[src/rtl/idli_pkg.sv]
`default_nettype none
// ============================================================================
// Module      : idli_pkg
// Description : Shared types for the nibble-serial datapath: operand slice
//               type, ALU opcode enum and opcode classification helpers.
// Revision    : 1.0 - initial release
// ============================================================================
package idli_pkg;

    typedef logic [3:0] sqi_data_t;

    typedef enum logic [3:0] {
        ALU_ADD     = 4'd0,
        ALU_SUB     = 4'd1,
        ALU_AND     = 4'd2,
        ALU_OR      = 4'd3,
        ALU_XOR     = 4'd4,
        ALU_ANDN    = 4'd5,
        ALU_CMP_EQ  = 4'd6,
        ALU_CMP_LT  = 4'd7,
        ALU_CMP_LTS = 4'd8
    } alu_op_t;

    // Compare ops produce only a flag, never write-back data.
    function automatic logic alu_op_is_cmp(input alu_op_t op);
        return (op == ALU_CMP_EQ) || (op == ALU_CMP_LT) || (op == ALU_CMP_LTS);
    endfunction

    // Ops that run through the adder with rhs inverted and carry-in 1.
    function automatic logic alu_op_is_sub(input alu_op_t op);
        return (op == ALU_SUB) || (op == ALU_CMP_LT) || (op == ALU_CMP_LTS);
    endfunction

endpackage
`default_nettype wire

[src/rtl/idli_alu_slice_m.sv]
`default_nettype none
// ============================================================================
// Module      : idli_alu_slice_m
// Description : Combinational 4-bit ALU slice; one nibble of a serial op.
// Revision    : 1.0 - initial release
// ============================================================================
module idli_alu_slice_m
    import idli_pkg::*;
(
    input  alu_op_t   i_op,
    input  sqi_data_t i_lhs,
    input  sqi_data_t i_rhs,
    input  logic      i_cin,
    output sqi_data_t o_result,
    output logic      o_cout,
    output logic      o_c3,
    output logic      o_eq
);

    sqi_data_t  w_b;
    logic [3:0] w_lo;
    logic [1:0] w_hi;
    sqi_data_t  w_sum;

    // Split the add at bit 3 so the carry into the sign bit is visible.
    always_comb begin
        w_b   = alu_op_is_sub(i_op) ? ~i_rhs : i_rhs;
        w_lo  = {1'b0, i_lhs[2:0]} + {1'b0, w_b[2:0]} + {3'b000, i_cin};
        w_hi  = {1'b0, i_lhs[3]} + {1'b0, w_b[3]} + {1'b0, w_lo[3]};
        w_sum = {w_hi[0], w_lo[2:0]};
    end

    always_comb begin
        o_result = i_lhs & i_rhs;
        case (i_op)
            ALU_ADD, ALU_SUB,
            ALU_CMP_LT, ALU_CMP_LTS: o_result = w_sum;
            ALU_OR:                  o_result = i_lhs | i_rhs;
            ALU_XOR:                 o_result = i_lhs ^ i_rhs;
            ALU_ANDN:                o_result = i_lhs & ~i_rhs;
            default:                 o_result = i_lhs & i_rhs;
        endcase
    end

    assign o_cout = w_hi[1];
    assign o_c3   = w_lo[3];
    assign o_eq   = (i_lhs == i_rhs);

endmodule
`default_nettype wire

[src/rtl/idli_alu_m.sv]
`default_nettype none
// ============================================================================
// Module      : idli_alu_m
// Description : Nibble-serial 16-bit ALU, LSB nibble first, 4 cycles per op.
// Revision    : 1.0 - initial release
// ============================================================================
module idli_alu_m
    import idli_pkg::*;
(
    input  logic      i_alu_gck,
    input  logic      i_alu_rst_n,
    input  logic      i_alu_valid,
    input  alu_op_t   i_alu_op,
    input  sqi_data_t i_alu_lhs,
    input  sqi_data_t i_alu_rhs,
    output logic      o_alu_busy,
    output sqi_data_t o_alu_data,
    output logic      o_alu_data_vld,
    output logic      o_alu_flag,
    output logic      o_alu_flag_vld
);

    logic [1:0] r_cnt;
    alu_op_t    r_op;
    logic       r_carry;
    logic       r_eq;

    logic       w_idle;
    logic       w_active;
    alu_op_t    w_op;
    logic       w_cin;
    sqi_data_t  w_result;
    logic       w_cout;
    logic       w_c3;
    logic       w_eq;
    logic       w_flag;

    assign w_idle   = (r_cnt == 2'd0);
    assign w_active = !w_idle || i_alu_valid;
    assign w_op     = w_idle ? i_alu_op : r_op;
    assign w_cin    = w_idle ? alu_op_is_sub(i_alu_op) : r_carry;

    idli_alu_slice_m u_slice (
        .i_op     (w_op),
        .i_lhs    (i_alu_lhs),
        .i_rhs    (i_alu_rhs),
        .i_cin    (w_cin),
        .o_result (w_result),
        .o_cout   (w_cout),
        .o_c3     (w_c3),
        .o_eq     (w_eq)
    );

    // Only meaningful on nibble 3, where w_op already equals r_op.
    always_comb begin
        w_flag = 1'b0;
        case (w_op)
            ALU_CMP_EQ:  w_flag = r_eq & w_eq;
            ALU_CMP_LT:  w_flag = ~w_cout;
            ALU_CMP_LTS: w_flag = w_result[3] ^ w_c3 ^ w_cout;
            default:     w_flag = 1'b0;
        endcase
    end

    always_ff @(posedge i_alu_gck) begin
        if (!i_alu_rst_n) begin
            r_cnt          <= 2'd0;
            r_op           <= ALU_ADD;
            r_carry        <= 1'b0;
            r_eq           <= 1'b0;
            o_alu_data     <= '0;
            o_alu_data_vld <= 1'b0;
            o_alu_flag     <= 1'b0;
            o_alu_flag_vld <= 1'b0;
        end else begin
            o_alu_data_vld <= 1'b0;
            o_alu_flag_vld <= 1'b0;
            if (w_active) begin
                r_cnt   <= r_cnt + 2'd1;
                r_carry <= w_cout;
                r_eq    <= w_idle ? w_eq : (r_eq & w_eq);
                if (w_idle) begin
                    r_op <= i_alu_op;
                end
                if (!alu_op_is_cmp(w_op)) begin
                    o_alu_data     <= w_result;
                    o_alu_data_vld <= 1'b1;
                end
                if ((r_cnt == 2'd3) && alu_op_is_cmp(w_op)) begin
                    o_alu_flag     <= w_flag;
                    o_alu_flag_vld <= 1'b1;
                end
            end
        end
    end

    assign o_alu_busy = !w_idle;

endmodule
`default_nettype wire

[config.mk]
export PLATFORM = sky130hd
export DESIGN_NAME = idli_alu_m
export DESIGN_NICKNAME = d
export VERILOG_FILES = /design/src/rtl/idli_pkg.sv /design/src/rtl/idli_alu_slice_m.sv /design/src/rtl/idli_alu_m.sv
export SDC_FILE = /design/constraint.sdc
export NUM_CORES = 1
export LEC_CHECK = 0
export CAP_MARGIN = 0
export CORE_AREA = 4 4 48 92
export CTS_CLUSTER_SIZE = 24
export DETAILED_ROUTE_END_ITERATION = 16
export DIE_AREA = 0 0 52 96
export PLACE_DENSITY = 0.67
export SLEW_MARGIN = 20
export SYNTH_ARGS = -nofsm -noshare
export SYNTH_HDL_FRONTEND = slang
export SYNTH_SLANG_ARGS = --single-unit
export TNS_END_PERCENT = 1
[constraint.sdc]
create_clock -name i_alu_gck -period 5.5 [get_ports i_alu_gck]
set_input_delay 0.825 -clock i_alu_gck [delete_from_list [all_inputs] [get_ports i_alu_gck]]
set_output_delay 0.825 -clock i_alu_gck [all_outputs]
set_load 0.01 [all_outputs]
==> out/summary.md, run 1 <==
The slew at the pin with the worst max-slew slack works out to 0.916 ns. The total global routing overflow is 0, and the post-synthesis cell type count is 41. After layout, the worst path uses 79.1% of the clock period. The average size of a mapped cell is 8.55 sq um. TritonCTS built the clock tree. The launching element type of the critical path was a register. Entering global routing, the biggest net connects 18 pins.

Global routing used 16.1% of the available tracks. The run finished with clean final reports. Setup repair after global routing left no endpoint under its margin. The net count of the finished layout is 212.

Register bit total from synthesis: 15. The clock arrives with 0.00121 ns of skew. Walking the worst path, the cells encountered are inv_1 > ha_1 > mux2_2 > a211oi_2 > a21oi_4 > xnor2_1 > fa_1 > a21o_1 > a21oi_1 > fa_1 > xor2_1 > xnor2_1 > a21oi_1 > a21oi_1.

The run gives 0 as the number of violations of the max-capacitance limit. The min-delay analysis places its worst path in the category reg2reg. STA puts the critical path data arrival time at 4.48 ns. During I/O placement, the number of pins put on the boundary was 23. The post-CTS setup buffer count came out at 0.

The hold violation count in the final report is 0. The number of antenna violations at the first check in global routing is 0. After clock tree synthesis, the clock-pin slew on the worst setup and hold paths is 0.06 ns. The number of enable-type register cells in the synthesized netlist is 0. The effective utilization at floorplan was 38.3%; the maximum operating frequency was 230 MHz.

The final HPWL from detailed placement is 2990 um, and the max-slew headroom at the worst pin is 38.9%. Measured along the y axis, the die boundary spans 96 um. The final weighted congestion of routability-driven global placement is 0.851. The setup TNS after final layout was 0 ns; the number of fill cells in the layout was 361.

Leaving out fill and tap cells, the most frequent cell in the layout is sky130_fd_sc_hd__clkdlybuf4s50_1. Detail-routed net length per standard cell: 16.1 um. Wires add up to 3770 um.

In the layout the commonest cells are sky130_fd_sc_hd__clkdlybuf4s50_1 (22), sky130_fd_sc_hd__nand2_1 (17), sky130_fd_sc_hd__a21oi_1 (16). The worst setup path is of the reg2reg kind. Of the cells placed in the final design, the portion with a size suffix greater than 1 is 13.0%.

The mean number of vias per cell is 5.44, and the fraction of registers with async set or reset after synthesis is 0%. The tree is rooted in a sky130_fd_sc_hd__clkbuf_8. The post-synthesis instance area was 1410 sq um.

Die width: 52 um. The depth of the CTS H-tree is 1, and the delay contributed by the slowest stage of the critical path is 0.77 ns. The run gives 31 as the number of standard-cell rows in the floorplan. The slowest cell on the critical path was sky130_fd_sc_hd__ha_1.

The wire length of the first global-routing pass was 6020 um. Setup violations remaining at the end of the flow were counted as 0. For this design, the CTS-stage hold fixing added 0 buffers. The tools report the post-route total power as 860 uW. The worst setup path is captured at a register. The most used flip-flop cell after synthesis is sky130_fd_sc_hd__dfxtp_1. The power density relative to cell area works out to 510 nW/um^2.

The static power due to leakage came out at 0.656 nW. Compared with the post-synthesis result, the final layout area differs by 19.4%. The first routing iteration left 26 violations. The detail route stage leaves a number of antenna-violating nets equal to 0. For the clock insertion delay at the later pin of the skew report, the log shows 0.25 ns. The count of buffers inserted at the top-level ports was 22; the number of global-route vias before repair was 1,271. For the remaining routing DRC violations, the log shows 0. The logs give 1,273 for the via count and 21.3% for the proportion of synthesized chip area in sequential cells. The floorplan step defined a die boundary enclosing 4990 sq um. The tightest hold path in the finished design has a slack of 0.486 ns.

The core region is 3680 sq um. The clock buffer count from CTS is 3, and the peak supply drop is 241 uV. The cell that appears most often on the critical path is sky130_fd_sc_hd__a21oi_1.

The minimum period implied by the final worst setup slack was 4.35 ns. The critical path required time is 5.63 ns, and the first-pass iteration count of the detailed router is 4. Counting every net in the synthesized netlist gives 191.

For the clock sink total, the log shows 15. The number of buffers on the longest clock path is 2. The number of pins exceeding their max-slew limit in the final report came out at 0.

Count of yosys warnings during synthesis: 0. 0 antenna diodes ended up in the layout. The run gives 0 as the post-cts repair resize count. After technology mapping, the gate count stands at 165. In this run the worst path has a maximum fanout of 17.
flip-flops by register name, summed over array words and instances (netlist names):
name,count
o_alu_data,4
o_alu_data_vld,1
o_alu_flag,1
o_alu_flag_vld,1
r_carry,1
r_cnt,2
r_eq,1
r_op,4
cell type report:
type	count	area, sq um	area share (%)
Tap cell	49	61.3	3.64
Multi-Input combinational cell	130	1000	59.4
Timing Repair Buffer	23	228	13.5
Clock buffer	3	41.3	2.45
Clock inverter	1	5.00	0.297
Inverter	13	48.8	2.90
Sequential cell	15	300	17.8
cell usage after synthesis (2+ instances only):
library cell | number | area (sq um)
sky130_fd_sc_hd__nand3_1 | 12 | 60.1
sky130_fd_sc_hd__nand3_2 | 2 | 20.0
sky130_fd_sc_hd__mux2_4 | 2 | 30.0
sky130_fd_sc_hd__a21boi_0 | 3 | 22.5
sky130_fd_sc_hd__xnor2_1 | 6 | 52.6
sky130_fd_sc_hd__o22ai_1 | 4 | 25.0
sky130_fd_sc_hd__dfxtp_1 | 15 | 300
sky130_fd_sc_hd__o21ai_0 | 11 | 55.1
sky130_fd_sc_hd__a31oi_1 | 2 | 12.5
sky130_fd_sc_hd__ha_1 | 8 | 100
sky130_fd_sc_hd__a32oi_1 | 7 | 61.3
sky130_fd_sc_hd__buf_4 | 2 | 15.0
sky130_fd_sc_hd__nor2_1 | 3 | 11.3
sky130_fd_sc_hd__xor2_1 | 3 | 26.3
sky130_fd_sc_hd__nand2_1 | 17 | 63.8
sky130_fd_sc_hd__o211a_1 | 2 | 20.0
sky130_fd_sc_hd__a211oi_2 | 4 | 50.1
sky130_fd_sc_hd__mux2_2 | 2 | 22.5
sky130_fd_sc_hd__fa_1 | 3 | 60.1
sky130_fd_sc_hd__o21ai_1 | 3 | 15.0
sky130_fd_sc_hd__buf_6 | 2 | 22.5
sky130_fd_sc_hd__inv_1 | 13 | 48.8
sky130_fd_sc_hd__mux2i_4 | 3 | 67.6
sky130_fd_sc_hd__and2_1 | 3 | 18.8
sky130_fd_sc_hd__a21oi_1 | 16 | 80.1
sky130_fd_sc_hd__nand2_2 | 2 | 12.5
power breakdown:
group / total [mW] / internal [mW] / switching (mW)
registers: 0.155 / 0.138 / 0.0171
clock network: 0.0915 / 0.0502 / 0.0413
logic: 0.613 / 0.267 / 0.346
total: 0.860 / 0.456 / 0.404
layer usage:
metal	GRT usage (%)	vias up	share of wire, %
li1	-	637	-
met1	15.9	586	36
met2	30.3	31	55
met3	0.930	19	2.1
met4	11.6	0	7.0
met5	0	-	0
cells by family (layout without fill, tap and decap cells):
| group | Yosys count | in the layout | share of synthesized area, % |
|---|---|---|---|
| buf+inv | 20 | 40 | 7.80 |
| fa+ha+maj | 11 | 11 | 11.3 |
| xor+xnor | 9 | 9 | 5.59 |
| compound gates | 56 | 56 | 27.3 |
| mux | 8 | 8 | 9.49 |
| simple gates | 46 | 46 | 17.2 |
| flops | 15 | 15 | 21.3 |
stage by stage:
step | cells | cell area, sq um | utilization [%] | worst slack, ns
floorplan | 165 | 1410 | - | 1.91
global placement | 230 | 1640 | 44.5 | 1.16
detailed placement | 230 | 1640 | 44.5 | 1.09
CTS | 234 | 1690 | 45.7 | 1.11
global route | 234 | 1690 | 45.7 | 0.877
finish | 234 | 1690 | 45.7 | 1.15
worst paths after layout:
check | from | cells past startpoint | slack [ns] | to
worst min register to register | r_eq | 2 | 0.49 | r_eq
worst max register to register | r_cnt[0] | 14 | 1.15 | o_alu_flag
worst min-delay path | r_eq | 2 | 0.49 | r_eq
worst max-delay path | r_cnt[0] | 14 | 1.15 | o_alu_flag
critical path, delay by kind of cell, from the launching register on:
kind / cells / cell delay, ns
buffers and inverters: 1 / 0.09
XOR/XNOR: 3 / 0.45
flip-flops: 1 / 0.32
adder cells (fa/ha/maj): 3 / 1.72
multiplexers: 1 / 0.51
AO/OA/AOI/OAI: 6 / 1.15
Note: power is estimated with default switching activity, not from simulation.
==> run 2, diff against run 1 <==
- PLACE_DENSITY: 0.67 -> 0.69
- clock period: 5.5 -> 3.6 ns (I/O delays scaled with it)
==> out/summary.md, run 2 (synthesis gave the netlist of run 1 again) <==
The flow ran to the end, and the final reports show no timing, DRC or antenna violations. The cell at the root of the clock tree was sky130_fd_sc_hd__clkbuf_8 (unchanged). The critical path required time is 3.74 ns (was 5.63 ns), and the final HPWL from detailed placement is 3160 um (was 2990 um).

The logs give 6500 um (was 6020 um) for the wire length of the first global-routing pass and 15 (unchanged) for the clock sink total. The tools report the clock buffer count from CTS as 3 (unchanged). The worst endpoint data arrival time is 3.58 ns (was 4.48 ns). The tools report the number of standard-cell rows in the floorplan as 31 (unchanged). The tools report the endpoint type of the worst setup path as a register (unchanged).

The initial DRC count is 36 (was 26), and the total wire length is 4110 um (was 3770 um). The tools report the setup TNS after final layout as 0 ns (unchanged). The minimum period implied by the final worst setup slack was 3.44 ns (was 4.35 ns).

The launching element type of the critical path is a register (unchanged). The total die area is 4990 sq um (unchanged), and the height of the die is 96 um (unchanged). The mean number of vias per cell was 5.34 (was 5.44); the clock skew after layout was 0.00377 ns (was 0.00121 ns). The number of buffers on the longest clock path was 2 (unchanged). The final worst-path cycle share is 95.6% (was 79.1%). The tools report the register-to-register path setup slack as 0.16 ns (was 1.15 ns). Setup repair after global routing left no endpoint under its margin. The run gives 1820 sq um (was 1640 sq um) as the post-detailed-placement cell area. The relative area change from synthesis to final layout was 38.4% (was 19.4%).

The final design utilization is 53.0% (was 45.7%), and the area of all placed cells without fillers is 1950 sq um (was 1690 sq um). Fraction of layout cells with a size suffix above 1: 27.7% (was 13.0%). Filler-free cell count of the finished design: 262 (was 234). The slew at the pin with the worst max-slew slack works out to 0.528 ns (was 0.916 ns). The run gives 1,398 (was 1,273) as the via count.

The peak supply drop was 330 uV (was 241 uV); the number of cells in the design after placement was 254 (was 230). Registers with the highest flip-flop counts: o_alu_data: 4 flops, r_op: 4 flops, r_cnt: 2 flops (unchanged). The met3 wire length came out at 146 um (was 79 um). The number of global-route vias before repair came out at 1,367 (was 1,271). The uppermost layer routed is met4 (unchanged).

The detail-routed net length per standard cell was 15.7 um (was 16.1 um); the maximum operating frequency was 291 MHz (was 230 MHz). The routed length on met2 is 2290 um (was 2070 um). The total global routing overflow is 0 (unchanged).

The final weighted congestion of routability-driven global placement was 0.939 (was 0.851). The layout net count was 240 (was 212). The logs give 1430 um (was 1360 um) for the detailed-routing wirelength on met1 and 1.64 mW (was 860 uW) for the post-route total power. The tools report the max-slew headroom at the worst pin as 64.5% (was 38.9%).

TritonCTS built the clock tree. The run gives 0 (unchanged) as the hold violation count in the final report. The core box area came out at 3680 sq um (unchanged). The clock-pin slew reported for the worst setup and hold paths after clock tree synthesis was 0.06 ns (about the same). The power density relative to cell area is 838 nW/um^2 (was 510 nW/um^2). The logs give 4 (unchanged) for the first-pass iteration count of the detailed router and 0 (unchanged) for the setup-violating endpoint count in the final report. The largest fanout on the critical path is 6 (was 17). The tools report the number of violations of the max-capacitance limit as 0 (unchanged).

The effective utilization at floorplan is 38.3% (unchanged). Most frequent cells in the layout: sky130_fd_sc_hd__buf_4 (28), sky130_fd_sc_hd__clkdlybuf4s50_1 (21), sky130_fd_sc_hd__nand2_1 (17) (was sky130_fd_sc_hd__clkdlybuf4s50_1 (22), sky130_fd_sc_hd__nand2_1 (17), sky130_fd_sc_hd__a21oi_1 (16)). The logs give 0 (unchanged) for the number of pins exceeding their max-slew limit in the final report and 0.26 ns (was 0.25 ns) for the clock insertion delay at the later pin of the skew report. The critical path class was reg2reg (unchanged). The most common cell after layout, fill and taps aside was sky130_fd_sc_hd__buf_4 (was sky130_fd_sc_hd__clkdlybuf4s50_1). For the number of primary I/O pins, the log shows 23 (unchanged). The tools report the remaining antenna violation count as 0 (unchanged).

The logs give -0.345 ns (was 1.09 ns) for the worst setup slack after placement and 16 (was 18) for the pin count of the biggest net entering global routing. The depth of the CTS H-tree is 1 (unchanged). The run gives 0.160 ns (was 1.15 ns) as the setup slack of the critical path after layout. The total global routing track utilization was 17.9% (was 16.1%); the count of buffers inserted at the top-level ports was 22 (unchanged).

The run gives 0 (unchanged) as the number of antenna violations at the first check in global routing. The run gives 0.480 ns (was 0.486 ns) as the minimum hold slack. Die width: 52 um (unchanged).

The run gives 0.807 nW (was 0.656 nW) as the static power due to leakage. The class of the most critical hold timing path is reg2reg (unchanged). The antenna diode count was 0 (unchanged). Remaining routing DRC violations: 0 (unchanged).
## run 2: changes by cell type in the layout (fill, tap and decap cells not counted), sizes merged
cell           change
clkdlybuf4s50      -1
dlymetal6s2s       +1
buf               +28
## run 2: worst max-delay path: stages, from the launching register on
cell and delay [ns]:
sky130_fd_sc_hd__dfxtp_1 0.32, sky130_fd_sc_hd__inv_2 0.08, sky130_fd_sc_hd__ha_4 0.23, sky130_fd_sc_hd__mux2_2 0.39, sky130_fd_sc_hd__a211oi_4 0.29, sky130_fd_sc_hd__a21oi_4 0.11
sky130_fd_sc_hd__xnor2_1 0.15, sky130_fd_sc_hd__fa_2 0.35, sky130_fd_sc_hd__a21o_1 0.22, sky130_fd_sc_hd__a21oi_4 0.17, sky130_fd_sc_hd__fa_2 0.48, sky130_fd_sc_hd__xor2_2 0.16
sky130_fd_sc_hd__xnor2_1 0.13, sky130_fd_sc_hd__a21oi_1 0.15, sky130_fd_sc_hd__a21oi_1 0.08
## run 2: final cells by class
| cell class | instances | area [sq um] |
|---|---|---|
| clock inverter | 1 | 5.00 |
| tap | 49 | 61.3 |
| multi-input combinational | 130 | 1050 |
| timing repair buffer | 51 | 448 |
| sequential | 15 | 300 |
| clock buffer | 3 | 41.3 |
| inverter | 13 | 48.8 |
| fill | 342 | 1730 |
## run 2: metal layers
| layer | global-route usage [%] | vias to the layer above |
|---|---|---|
| li1 | - | 691 |
| met1 | 17.1 | 651 |
| met4 | 12.0 | 0 |
| met3 | 2.95 | 18 |
| met5 | 0 | - |
| met2 | 33.4 | 38 |
## run 2: final timing paths
| path | start | end | depth (start not counted) |
|---|---|---|---|
| worst max-delay path | r_cnt[1] | o_alu_flag | 14 |
| worst min-delay path | r_eq | r_eq | 2 |
| worst max register to register | r_cnt[1] | o_alu_flag | 14 |
| worst min register to register | r_eq | r_eq | 2 |
## run 2: what timing repair did
item / in CTS / in global routing
pin swaps: 0 / 8
buffers inserted: 0 / 4
resized for setup: 3 / 11
endpoints found under the setup margin: 2 / 1
hold buffers: 0 / 0
## run 2: power breakdown
part	internal, mW	leakage, nW	total, mW	switching (mW)
registers	0.211	0.124	0.238	0.0269
clock network	0.0769	0.0255	0.144	0.0675
logic	0.626	0.658	1.25	0.629
total	0.914	0.807	1.64	0.723
==> run 3, diff against run 2 <==
- PLACE_DENSITY: 0.69 -> 0.67
- clock period: 3.6 -> 3.5 ns (I/O delays scaled with it)
==> out/summary.md, run 3 (synthesis gave the netlist of run 1 again) <==
The run finished with clean final reports. The switching part of the total power was 42.3% (was 44.2%). The setup-violating endpoint count in the final report came out at 0 (unchanged). The tools report the endpoint type of the worst setup path as a register (unchanged). For the depth of the CTS H-tree, the log shows 1 (unchanged).

The via count is 1,435 (was 1,398), and the clock-pin slew reported for the worst setup and hold paths after clock tree synthesis is 0.06 ns (about the same). Detail-routed net length per standard cell: 15.1 um (was 15.7 um). The core box area was 3680 sq um (unchanged); the layout net count was 247 (was 240). The fraction of layout cells with a size suffix above 1 is 30.9% (was 27.7%). The number of antenna violations at the first check in global routing came out at 0 (unchanged). Startpoint of the most critical setup path: i_alu_op[2] (was r_cnt[1]). For the clock insertion delay at the later pin of the skew report, the log shows 0.25 ns (was 0.26 ns). The run gives 256 (was 254) as the number of cells in the design after placement. Slowest cell on the critical path: sky130_fd_sc_hd__clkdlybuf4s50_1 (was sky130_fd_sc_hd__fa_2).

The clock network power share was 8.2% (was 8.8%); the fraction of power consumed by combinational cells was 77.6% (was 76.6%). For the number of standard-cell rows in the floorplan, the log shows 31 (unchanged). Most frequent cells in the layout: sky130_fd_sc_hd__buf_4 (34), sky130_fd_sc_hd__clkdlybuf4s50_1 (21), sky130_fd_sc_hd__nand2_1 (17) (was sky130_fd_sc_hd__buf_4 (28), sky130_fd_sc_hd__clkdlybuf4s50_1 (21), sky130_fd_sc_hd__nand2_1 (17)). Registers with the highest flip-flop counts: o_alu_data: 4 flops, r_op: 4 flops, r_cnt: 2 flops (unchanged). The cell at the root of the clock tree was sky130_fd_sc_hd__clkbuf_8 (unchanged).

The launch point of the worst hold path is r_eq (unchanged). The tools report the clock sink total as 15 (unchanged). The setup TNS after final layout is 0 ns (unchanged), and the net switching power figure is 743 uW (was 723 uW). The logs give 4990 sq um (unchanged) for the total die area and 0 (unchanged) for the antenna diode count. The initial DRC count came out at 29 (was 36). The run gives 0 (unchanged) as the remaining routing DRC violations. The mean number of vias per cell was 5.33 (was 5.34); the final weighted congestion of routability-driven global placement was 0.935 (was 0.939). The critical path class was in2reg (was reg2reg). The die width came out at 52 um (unchanged).

The number of pins exceeding their max-slew limit in the final report is 0 (unchanged), and the hold buffer count at CTS is 0 (unchanged). The setup slack of the critical path after layout came out at 0.0974 ns (was 0.160 ns). Count of buffering cells on the critical path with inverters included: 2 (was 1). Max-slew headroom at the worst pin: 58.4% (was 64.5%). The worst reg2reg path startpoint was r_cnt[1] (unchanged). The delay contributed by the slowest stage of the critical path is 0.52 ns (was 0.48 ns). The post-route total power is 1.75 mW (was 1.64 mW), and the worst endpoint data arrival time is 3.54 ns (was 3.58 ns). The most common cell after layout, fill and taps aside is sky130_fd_sc_hd__buf_4 (unchanged). The height of the die was 96 um (unchanged); the total global routing overflow was 0 (unchanged). The count of buffers inserted at the top-level ports was 22 (unchanged); the final HPWL from detailed placement was 3200 um (was 3160 um).

The minimum period implied by the final worst setup slack is 3.40 ns, and the effective utilization at floorplan is 38.3% (unchanged). Number of primary I/O pins: 23 (unchanged). Setup repair after global routing could not meet its margin everywhere.

The remaining antenna violation count was 0 (unchanged). TritonCTS built the clock tree. The logs give 4 (unchanged) for the first-pass iteration count of the detailed router and 0 (unchanged) for the number of violations of the max-capacitance limit.

The hold violation count in the final report is 0 (unchanged), and the peak supply drop is 398 uV (was 330 uV). The logs give 344 (was 342) for the number of fill cells in the layout and 14.1% (was 14.5%) for the part of the total power dissipated in sequential elements. For the static power due to leakage, the log shows 0.862 nW (was 0.807 nW).

The relative area change from synthesis to final layout was 44.3% (was 38.4%). For the total wire length, the log shows 4060 um (was 4110 um). Launching element type of the critical path: a primary input (was a register). The largest delay contributor family on the critical path is compound AO/OA/AOI/OAI gates (was adder cells). Register-to-register path setup slack: 0.12 ns (was 0.16 ns). Number of buffers on the longest clock path: 2 (unchanged). The logs give 1,378 (was 1,367) for the number of global-route vias before repair and 294 MHz for the maximum operating frequency. Dividing the final minimum period by the clock period gives 97.2%.

Cells along the critical path: clkdlybuf4s50_1 > mux2i_4 > buf_4 > a211oi_4 > a21oi_4 > xnor2_2 > fa_2 > a21o_1 > a21oi_4 > fa_1 > xor2_2 > xnor2_1 > a21oi_1 > a21oi_1 (was inv_2 > ha_4 > mux2_2 > a211oi_4 > a21oi_4 > xnor2_1 > fa_2 > a21o_1 > a21oi_4 > fa_2 > xor2_2 > xnor2_1 > a21oi_1 > a21oi_1). The internal power is 1.01 mW (was 914 uW). The run gives 269 (was 262) as the filler-free cell count of the finished design. The wire length of the first global-routing pass is 6410 um (was 6500 um).

The worst setup slack after placement was -0.242 ns (was -0.345 ns); the largest fanout on the critical path was 3 (was 6). The pin count of the biggest net entering global routing was 16 (unchanged); the clock skew after layout was 0.00172 ns (was 0.00377 ns). The critical path required time came out at 3.63 ns (was 3.74 ns). The power density relative to cell area is 861 nW/um^2 (was 838 nW/um^2), and the clock buffer count from CTS is 3 (unchanged).

The slew at the pin with the worst max-slew slack was 0.618 ns (was 0.528 ns); the total global routing track utilization was 17.3% (was 17.9%). The class of the most critical hold timing path is reg2reg (unchanged).
==> run 3: changes by cell type in the layout (fill, tap and decap cells not counted) <==
cell | previous run | this run
sky130_fd_sc_hd__buf_4 | 28 | 34
sky130_fd_sc_hd__xnor2_1 | 6 | 4
sky130_fd_sc_hd__xnor2_2 | 0 | 2
sky130_fd_sc_hd__clkbuf_16 | 0 | 1
sky130_fd_sc_hd__dfxtp_1 | 15 | 14
sky130_fd_sc_hd__dfxtp_2 | 0 | 1
sky130_fd_sc_hd__fa_1 | 1 | 2
sky130_fd_sc_hd__fa_2 | 2 | 1
==> run 3: power by group through the flow <==
stage                     logic [mW]  registers (mW)  clock network [mW]
after global placement          1.14           0.247                   0
after CTS                       1.21           0.246               0.148
after floorplan                0.779           0.254                   0
final                           1.36           0.248               0.144
after global routing            1.48           0.254               0.156
after detailed placement        1.15           0.249                   0
==> run 3: area by class of cell <==
cell class                      instances  area [sq um]  share of cell area, %
Sequential cell                        15           302                   14.8
Tap cell                               49          61.3                   3.01
Multi-Input combinational cell        130          1060                   52.1
Clock inverter                          1          5.00                  0.246
Clock buffer                            3          41.3                   2.03
Inverter                               13          48.8                   2.40
Timing Repair Buffer                   58           518                   25.4
==> run 3: repair_timing <==
| action | CTS | global route |
|---|---|---|
| pin swaps | 0 | 8 |
| resized for setup | 4 | 11 |
| gates cloned | 0 | 1 |
| setup endpoints to repair | 1 | 1 |
| setup buffers | 2 | 6 |
==> run 3: worst min-delay path: cells and delay by family (launching register included) <==
kind	cells	cell delay [ns]
AOI/OAI and AO/OA	2	0.13
DFF	1	0.31
==> run 3: routing by layer <==
layer | track usage [%] | wire, um
met5 | 0 | 0
met4 | 9.19 | 184
met3 | 1.40 | 84
met2 | 34.8 | 2380
met1 | 16.2 | 1420
==> run 3: path summary, 6_finish.rpt <==
| kind | endpoint | cells past startpoint |
|---|---|---|
| max reg2reg | o_alu_flag | 15 |
| max | o_alu_flag | 14 |
| min reg2reg | r_eq | 2 |
| min | r_eq | 2 |
==> run 3: stage by stage <==
stage	hold slack, ns	area (sq um)	utilization [%]
floorplan	0.449	1420	-
global placement	0.463	1840	49.9
detailed placement	0.470	1840	49.9
CTS	0.481	1920	52.2
global route	0.522	2040	55.3
finish	0.482	2040	55.3
